### src/rtl/piso_shift_tx.sv
// Parallel-in/serial-out transmitter: accepts a WIDTH-bit word over valid/ready
// and shifts it onto SO one bit per enabled CP edge, with FRAME/DONE framing.
module piso_shift_tx #(
   parameter int WIDTH      = 4,
   parameter bit LSB_FIRST  = 1'b1,
   parameter bit IDLE_LEVEL = 1'b0
) (
   input  logic             CP,
   input  logic             CD,
   input  logic [WIDTH-1:0] D,
   input  logic             LOAD_VALID,
   output logic             LOAD_READY,
   input  logic             EN,
   output logic             SO,
   output logic             SON,
   output logic             FRAME,
   output logic             DONE
);

   localparam int CW = $clog2(WIDTH);
   localparam logic [CW-1:0] LAST = CW'(WIDTH - 1);

   typedef enum logic {IDLE, SHIFT} state_e;

   state_e           state_q, state_d;
   logic [WIDTH-1:0] sh_q, sh_d;
   logic [CW-1:0]    cnt_q, cnt_d;
   logic             so_q, so_d;
   logic             last_bit, xfer;

   function automatic logic head(input logic [WIDTH-1:0] w);
      return LSB_FIRST ? w[0] : w[WIDTH-1];
   endfunction

   function automatic logic [WIDTH-1:0] advance(input logic [WIDTH-1:0] w);
      return LSB_FIRST ? {1'b0, w[WIDTH-1:1]} : {w[WIDTH-2:0], 1'b0};
   endfunction

   // so_q holds the bit on the wire; sh_q holds only the bits still to come.
   always_comb begin
      state_d    = state_q;
      sh_d       = sh_q;
      cnt_d      = cnt_q;
      so_d       = so_q;
      last_bit   = (state_q == SHIFT) && (cnt_q == LAST);
      LOAD_READY = (state_q == IDLE) || (last_bit && EN);
      DONE       = last_bit && EN;
      xfer       = LOAD_VALID && LOAD_READY;
      if (xfer) begin
         state_d = SHIFT;
         so_d    = head(D);
         sh_d    = advance(D);
         cnt_d   = '0;
      end else if (state_q == SHIFT && EN) begin
         if (last_bit) begin
            state_d = IDLE;
            so_d    = IDLE_LEVEL;
            sh_d    = '0;
            cnt_d   = '0;
         end else begin
            so_d  = head(sh_q);
            sh_d  = advance(sh_q);
            cnt_d = cnt_q + 1'b1;
         end
      end
   end

   always_ff @(posedge CP or negedge CD) begin
      if (!CD) begin
         state_q <= IDLE;
         sh_q    <= '0;
         cnt_q   <= '0;
         so_q    <= IDLE_LEVEL;
      end else begin
         state_q <= state_d;
         sh_q    <= sh_d;
         cnt_q   <= cnt_d;
         so_q    <= so_d;
      end
   end

   assign SO    = so_q;
   assign SON   = ~so_q;
   assign FRAME = (state_q == SHIFT);

endmodule

### config.mk
export PLATFORM = sky130hd
export DESIGN_NAME = piso_shift_tx
export DESIGN_NICKNAME = d
export VERILOG_FILES = /design/src/rtl/piso_shift_tx.sv
export SDC_FILE = /design/constraint.sdc
export NUM_CORES = 1
export LEC_CHECK = 0
export ABC_AREA = 0
export CAP_MARGIN = 5
export CORE_AREA = 8 8 45 47
export DETAILED_ROUTE_END_ITERATION = 7
export DIE_AREA = 0 0 53 55
export GPL_TIMING_DRIVEN = 0
export SLEW_MARGIN = 30
export SYNTH_ARGS = -nofsm -noshare
export SYNTH_HDL_FRONTEND = slang
export SYNTH_SLANG_ARGS = --single-unit
export TNS_END_PERCENT = 50
### constraint.sdc
create_clock -name CP -period 1.9 [get_ports CP]
set_input_delay 0.285 -clock CP [delete_from_list [all_inputs] [get_ports CP]]
set_output_delay 0.285 -clock CP [all_outputs]
set_load 0.02 [all_outputs]
* Word level (Yosys, flattened, before mapping) *
Cells that the tools add are included.
W data, S select, Z words.

word-level totals
  bits of input ports = 8
  word-level logic and storage cells = 28
  bits in registers = 8
  output and inout bits = 5

operators by class
  reduce and logical (&&, ||, !) cells = 8
  equal/unequal tests = 1
  bitwise operators = 2
  multiplexer cells = 12
  add/subtract/negate cells = 1

operators by type and width
  cell                   number
  $mux W4                2
  $mux W1                6
  $mux W2                3
  $logic_and A1 B1 Y1    4
  $reduce_bool A2 Y1     2
  $mux W3                1
  $add A2 B1 Y2 const B  1
  $eq A2 B2 Y1 const B   1
  $not A1 Y1             2
  $reduce_and A2 Y1      1
  $logic_or A1 B1 Y1     1

* Longest topological paths before layout *
Gate-level depths: netlist (run 1).

  depth after elaboration = 7
  depth in mapped cells = 5
  mapped depth without buffers = 4

* Worst setup path after synthesis (run 1) *
Ideal clock, no wire load.

  path kind = register to output
  from = register cnt_q[0]
  to = output port DONE
  arrival = 933 ps
  cell stages (with the launch flop) = 4
  path buffers = 1
  slack = 682 ps
  data required time = 1,615 ps
  path through = dfrtp_1 ha_1 buf_6 and3_2

between the ends
  longest elaborated chain between the ends = 3

ends and longest elaborated chain
  element                   line  RTL
  start: declaration        27    logic [CW-1:0] cnt_q, cnt_d;
  start signal: assignment  77    cnt_q <= cnt_d;
  $eq A2 B2 Y1              45    last_bit = (state_q == SHIFT) && (cnt_q == LAST);
  $logic_and A1 B1 Y1       45
  $logic_and A1 B1 Y1       47    DONE = last_bit && EN;
  end: declaration          17    output logic DONE

No other way between the ends.

* Worst setup path in the final report (run 1) *
  from = input port EN
  to = output port DONE

between the ends
  longest elaborated chain between the ends = 1

ends and longest elaborated chain
  element              line  RTL
  start: declaration   13    input logic EN,
  $logic_and A1 B1 Y1  47

No other way between the ends.

==> impl_metrics.tcl, run 1 <==
set metrics [dict create \
    drc 0 \
    cts_tree "yes" \
    ant_nets 0 \
    synth_seq_area_share_pct 38.3 \
    fmax_mhz 548 \
    setup_viol 0 \
    tightest_slew_ns 0.325 \
    wirelength_mm 1.03 \
    grt_pass1_vias 383 \
    dp.cells 77 \
    dieHeight_um 55 \
    fillers 141 \
    grt.total_usage_pct 8.23 \
    cts_setup_buffers 0 \
    cp_max_fo 10 \
    h-tree-depth 1 \
    vdd_drop_max_v 0.000514 \
    portBuffers 12 \
    yosysTopAreaCellShare_pct 38.3 \
    synth_top_cell_by_area "dfrtp_1" \
    fin_crit_sh_pct 96.0 \
    fin_crit_ns 1.82 \
    worst_ep_required_time_ns 1.62 \
    syn_nets 58 \
    crit_type "input pin to primary output" \
    rsz0062_at_grt "false" \
    grt_pass1_wl_mm 1.69 \
    cp-startpoint "EN" \
    wl_per_cell_um 12.8 \
    highest_layer "met4" \
    reg2reg_depth 5 \
    ys_types 23 \
    synth.area.top_cells "dfrtp_1, mux2i_1, nand2b_1, o22ai_2, nand3_1" \
    synth_seq_cells 7 \
    grt_start_max_net_pins 11 \
    dieArea_um2 2920 \
    gp_congestion 0.707 \
    final_util_pct 44.9 \
    layout.cells.non_filler 81 \
    firstDrtPassIters 4 \
    antenna_found_initial 0 \
    worstReg2RegEnd "SO" \
    fin_skew_ns 0.00808 \
    power_density_nw_per_um2 1230 \
    drive_gt1_share_pct 15.4 \
    wl_met3_um 68 \
    r2r-start "cnt_q[0]" \
    syn_area_um2 458 \
    cts.sinks 7 \
    ctsResizeCount 2 \
    ys_async_sr_fraction_pct 100 \
    wl_met1_um 498 \
    final_max_slew_viol_count 0 \
    clk_pin_slew_ns 0.05 \
    yosys_warnings 0 \
    hold_path_class "input pin to asynchronous set/reset pin" \
    rrSetupSlack_ns 0.63 \
    synth.most_common_cell "dfrtp_1" \
    critPathCapture "DONE" \
    route.met2.wl_um 438 \
    via_per_inst 4.88 \
    via_count 395 \
    cap_violations 0 \
    rows 14 \
    hold_viol 0 \
    clk_latency_ns 0.25 \
    initial_core_util_pct 33.1 \
    coreArea_um2 1380 \
    root_buffer "clkbuf_4" \
    syn_to_final_growth_pct 35.8 \
    die_w_um 53 \
    clk_path_buf_depth 2 \
    max-slew-margin-rel_pct 78.2 \
    cts_inserted_buffers 3 \
    status "finished clean" \
    drtIter0Drc 7 \
    design_area_um2 622 \
    end_kind "primary output" \
    place_area_um2 598 \
    grt_remaining_overflow 0 \
    crit_path_start_kind "input pin" \
    antennaDiodeCount 0 \
    hold_buffers 0 \
    synth_common_cells "dfrtp_1, mux2i_1, nand2b_1" \
    synth_edf_count 0 \
    synth_flop_cell "dfrtp_1" \
    p_leak_nw 0.285 \
    pin_count 13 \
    crit_arrival_ns 1.54 \
    syn_inst 49 \
    syn_area_per_cell_um2 9.35 \
    nets 75 \
]
## state kept, by name, summed over array words and instances, names as in the netlist
signal  cells
sh_q        3
cnt_q       2
FRAME       1
SO          1
## through the flow
step / setup TNS (ns) / hold WS (ns) / setup WS, ns / power [mW]
after global placement: -0.431 / 0.549 / -0.234 / 0.646
final: 0 / 0.294 / 0.0759 / 0.765
after global routing: 0 / 0.302 / 0.0106 / 0.830
after floorplan: 0 / -0.0106 / 0.682 / 0.509
after detailed placement: -0.396 / 0.550 / -0.219 / 0.647
after CTS: 0 / 0.292 / 0.0491 / 0.778
## cells by family after synthesis
group           share of synthesized area (%)
simple gates                             24.0
fa+ha+maj                                2.73
buf+inv                                  7.92
flops                                    38.3
mux                                      10.9
compound gates                           16.1
## layout by cell type, fill, tap and decap left out, types with 2 or more instances in the layout
| cell | instances |
|---|---|
| clkdlybuf4s50_1 | 10 |
| dfrtp_1 | 7 |
| nand2b_1 | 5 |
| mux2i_1 | 5 |
| nand2_1 | 4 |
| nand3_1 | 4 |
| o21ai_0 | 3 |
| and3_1 | 3 |
| clkbuf_4 | 3 |
| buf_2 | 2 |
| inv_1 | 2 |
| o22ai_2 | 2 |
| dlygate4sd2_1 | 2 |
## report_power, final
part | switching [mW] | internal, mW
sequential | 0.0522 | 0.208
combinational | 0.178 | 0.193
clock | 0.0529 | 0.0800
total | 0.283 | 0.482
## worst max-delay path, stage by stage
cell and delay [ns]:
clkdlybuf4s50_1 0.53, buf_2 0.22, and3_2 0.18, dlygate4sd2_1 0.32
## layout make-up
class | count | area [um2] | area share, %
Tap cell | 16 | 20.0 | 3.22
Sequential cell | 7 | 175 | 28.2
Multi-Input combinational cell | 36 | 246 | 39.6
Buffer | 4 | 28.8 | 4.63
Clock buffer | 4 | 26.3 | 4.23
Inverter | 2 | 7.51 | 1.21
Timing Repair Buffer | 12 | 118 | 18.9
## worst min path at each step
stage | end | cells after the start
6_report | sh_q[0] | 1
5_1_grt | cnt_q[1] | 1
4_1_cts | sh_q[0] | 1
3_5_place_dp | cnt_q[0] | 1
3_3_place_gp | cnt_q[0] | 1
2_1_floorplan | FRAME | 0
## per-layer routing
metal	GRT usage (%)	vias up
met5	0	-
met4	11.6	0
met3	1.34	2
met2	11.3	11
met1	9.23	174
li1	-	208
Power figures use the tool's default switching activity.
==> run 2: changes to the inputs <==
==> constraint.sdc (replaced) <==
create_clock -name CP -period 1.5 [get_ports CP]
set_input_delay 0.225 -clock CP [delete_from_list [all_inputs] [get_ports CP]]
set_output_delay 0.225 -clock CP [all_outputs]
set_load 0.02 [all_outputs]
==> run 2 against run 1 <==
Clock skew decreased by 0.0017 ns. Critical path type is now register to primary output. Die area is the same. Clock-buffer cell count unchanged. Cell count grew 1.2%. Sequential power increased by 28%. Combinational power is 41% higher. Clock power grew 27%. Register-to-register slack lost 0.27 ns. Largest cell class unchanged. Setup slack improved by 0.025 ns. Critical endpoint unchanged.
==> impl_metrics.tcl, run 2 (same netlist as run 1, synthesis figures left out) <==
set metrics [dict create \
    drive_gt1_share_pct 21.2 \
    setup_viol 0 \
    highest_layer "met4" \
    power_density_nw_per_um2 1560 \
    p_clk_share_pct 16.5 \
    fin_skew_ns 0.00642 \
    layout.cells.non_filler 82 \
    syn_to_final_growth_pct 43.4 \
    crit_type "register to primary output" \
    antennaDiodeCount 0 \
    fin_crit_ns 1.40 \
    via_count 412 \
    tightest_slew_ns 0.318 \
    setup-tns-final_ns 0 \
    vdd_drop_max_v 0.000711 \
    cp_max_fo 11 \
    crit_slowest_cell "dfrtp_1" \
    grt_remaining_overflow 0 \
    fmax_mhz 715 \
    die_w_um 53 \
    drtIter0Drc 2 \
    coreArea_um2 1380 \
    initial_core_util_pct 33.1 \
    worst_ep_required_time_ns 1.27 \
    grt_pass1_vias 403 \
    hold_buffers 0 \
    cts_tree "yes" \
    setup_ws_ns 0.101 \
    path_cells "ha_4 > and3_2 > buf_6" \
    firstDrtPassIters 4 \
    rows 14 \
    rrSetupSlack_ns 0.36 \
    dieArea_um2 2920 \
    regMostFlops "sh_q" \
    status "finished clean" \
    cap_violations 0 \
    dp.cells 77 \
    hold_viol 0 \
    root_buffer "clkbuf_4" \
    wl_met1_um 527 \
    h-tree-depth 1 \
    clk_latency_ns 0.25 \
    wl_met3_um 60 \
    worst-path-buf-inv 1 \
    power_frac_seq_pct 32.6 \
    p_leak_nw 0.309 \
    crit_arrival_ns 1.17 \
    end_kind "primary output" \
    final_common_cell "dfrtp_1" \
    fin_crit_sh_pct 93.3 \
    cpPeakStageDelay_ns 0.41 \
    final_max_slew_viol_count 0 \
    via_per_inst 5.02 \
    rsz0062_at_grt "false" \
    dp_slack_ns -0.499 \
    route.met2.wl_um 472 \
    clk_path_buf_depth 2 \
    dieHeight_um 55 \
    cts_inserted_buffers 3 \
    ant_nets 0 \
    clk_pin_slew_ns 0.05 \
    cp_top_family "flip-flops" \
    grt_start_max_net_pins 11 \
    largest_registers "sh_q (3), cnt_q (2)" \
    drc 0 \
    largest_reg_flops 3 \
    wl_per_cell_um 13.3 \
    fillers 135 \
    gp_congestion 0.707 \
    internal_power_uw 645 \
    grt.total_usage_pct 8.62 \
    mostFrequentLayoutCells "dfrtp_1, clkdlybuf4s50_1, nand2b_1, mux2i_1" \
    sw_frac_of_total_pct 36.9 \
    max-slew-margin-rel_pct 78.7 \
    p_switching_uw 378 \
    crit_path_start_kind "register" \
    hold_path_class "input pin to asynchronous set/reset pin" \
    pin_count 13 \
    nets 76 \
    pwr-share-comb_pct 51.0 \
    grt_pass1_wl_mm 1.78 \
    portBuffers 12 \
    wirelength_mm 1.09 \
    antenna_found_initial 0 \
    cts.sinks 7 \
]
-- run 2: final timing paths --
path / from / endpoint / cells after the start
max: cnt_q[1] / DONE / 3
min: CD / sh_q[0] / 1
max reg2reg: cnt_q[1] / cnt_q[0] / 4
min reg2reg: sh_q[2] / sh_q[2] / 2
max in group asynchronous: CD / cnt_q[0] / 1
min in group CP: EN / cnt_q[1] / 3
-- run 2: what timing repair did --
item	4_1_cts	5_1_grt
pin swaps	0	1
setup buffers	1	1
setup endpoints to repair	4	3
gates resized for setup	14	7
-- run 2: cell type report --
type	count	area [um2]	share of cell area, %
Tap cell	16	20.0	3.05
Multi-Input combinational cell	36	259	39.4
Clock buffer	4	26.3	4.00
Buffer	3	28.8	4.38
Timing Repair Buffer	14	140	21.3
Sequential cell	7	175	26.7
Inverter	2	7.51	1.14
-- run 2: power groups by stage --
stage / sequential [mW] / combinational, mW / clock (mW)
after CTS: 0.324 / 0.494 / 0.179
after detailed placement: 0.332 / 0.487 / 0
after global placement: 0.331 / 0.487 / 0
after global routing: 0.342 / 0.580 / 0.193
after floorplan: 0.341 / 0.304 / 0
final: 0.333 / 0.522 / 0.169
-- run 2: stage by stage --
stage	hold slack [ns]	utilization (%)	cell area, um2	power [mW]
2_1_floorplan	-0.0706	-	458	0.645
5_1_grt	0.242	47.5	657	1.12
6_report	0.232	47.5	657	1.02
3_3_place_gp	0.504	43.2	598	0.818
3_5_place_dp	0.510	43.2	598	0.819
4_1_cts	0.232	45.8	633	0.998
-- run 2: metal layers --
layer  global-route usage (%)  up-vias
met5                        0        -
met4                     11.6        0
met3                     1.34        2
met2                     11.9       11
met1                     9.85      191
li1                         -      208
-- run 2: worst reg2reg max path: stages, from the launching register on --
cell and delay, ns:
dfrtp_1 0.40, ha_4 0.21, nand2b_1 0.12, mux2i_1 0.06, a22o_1 0.23
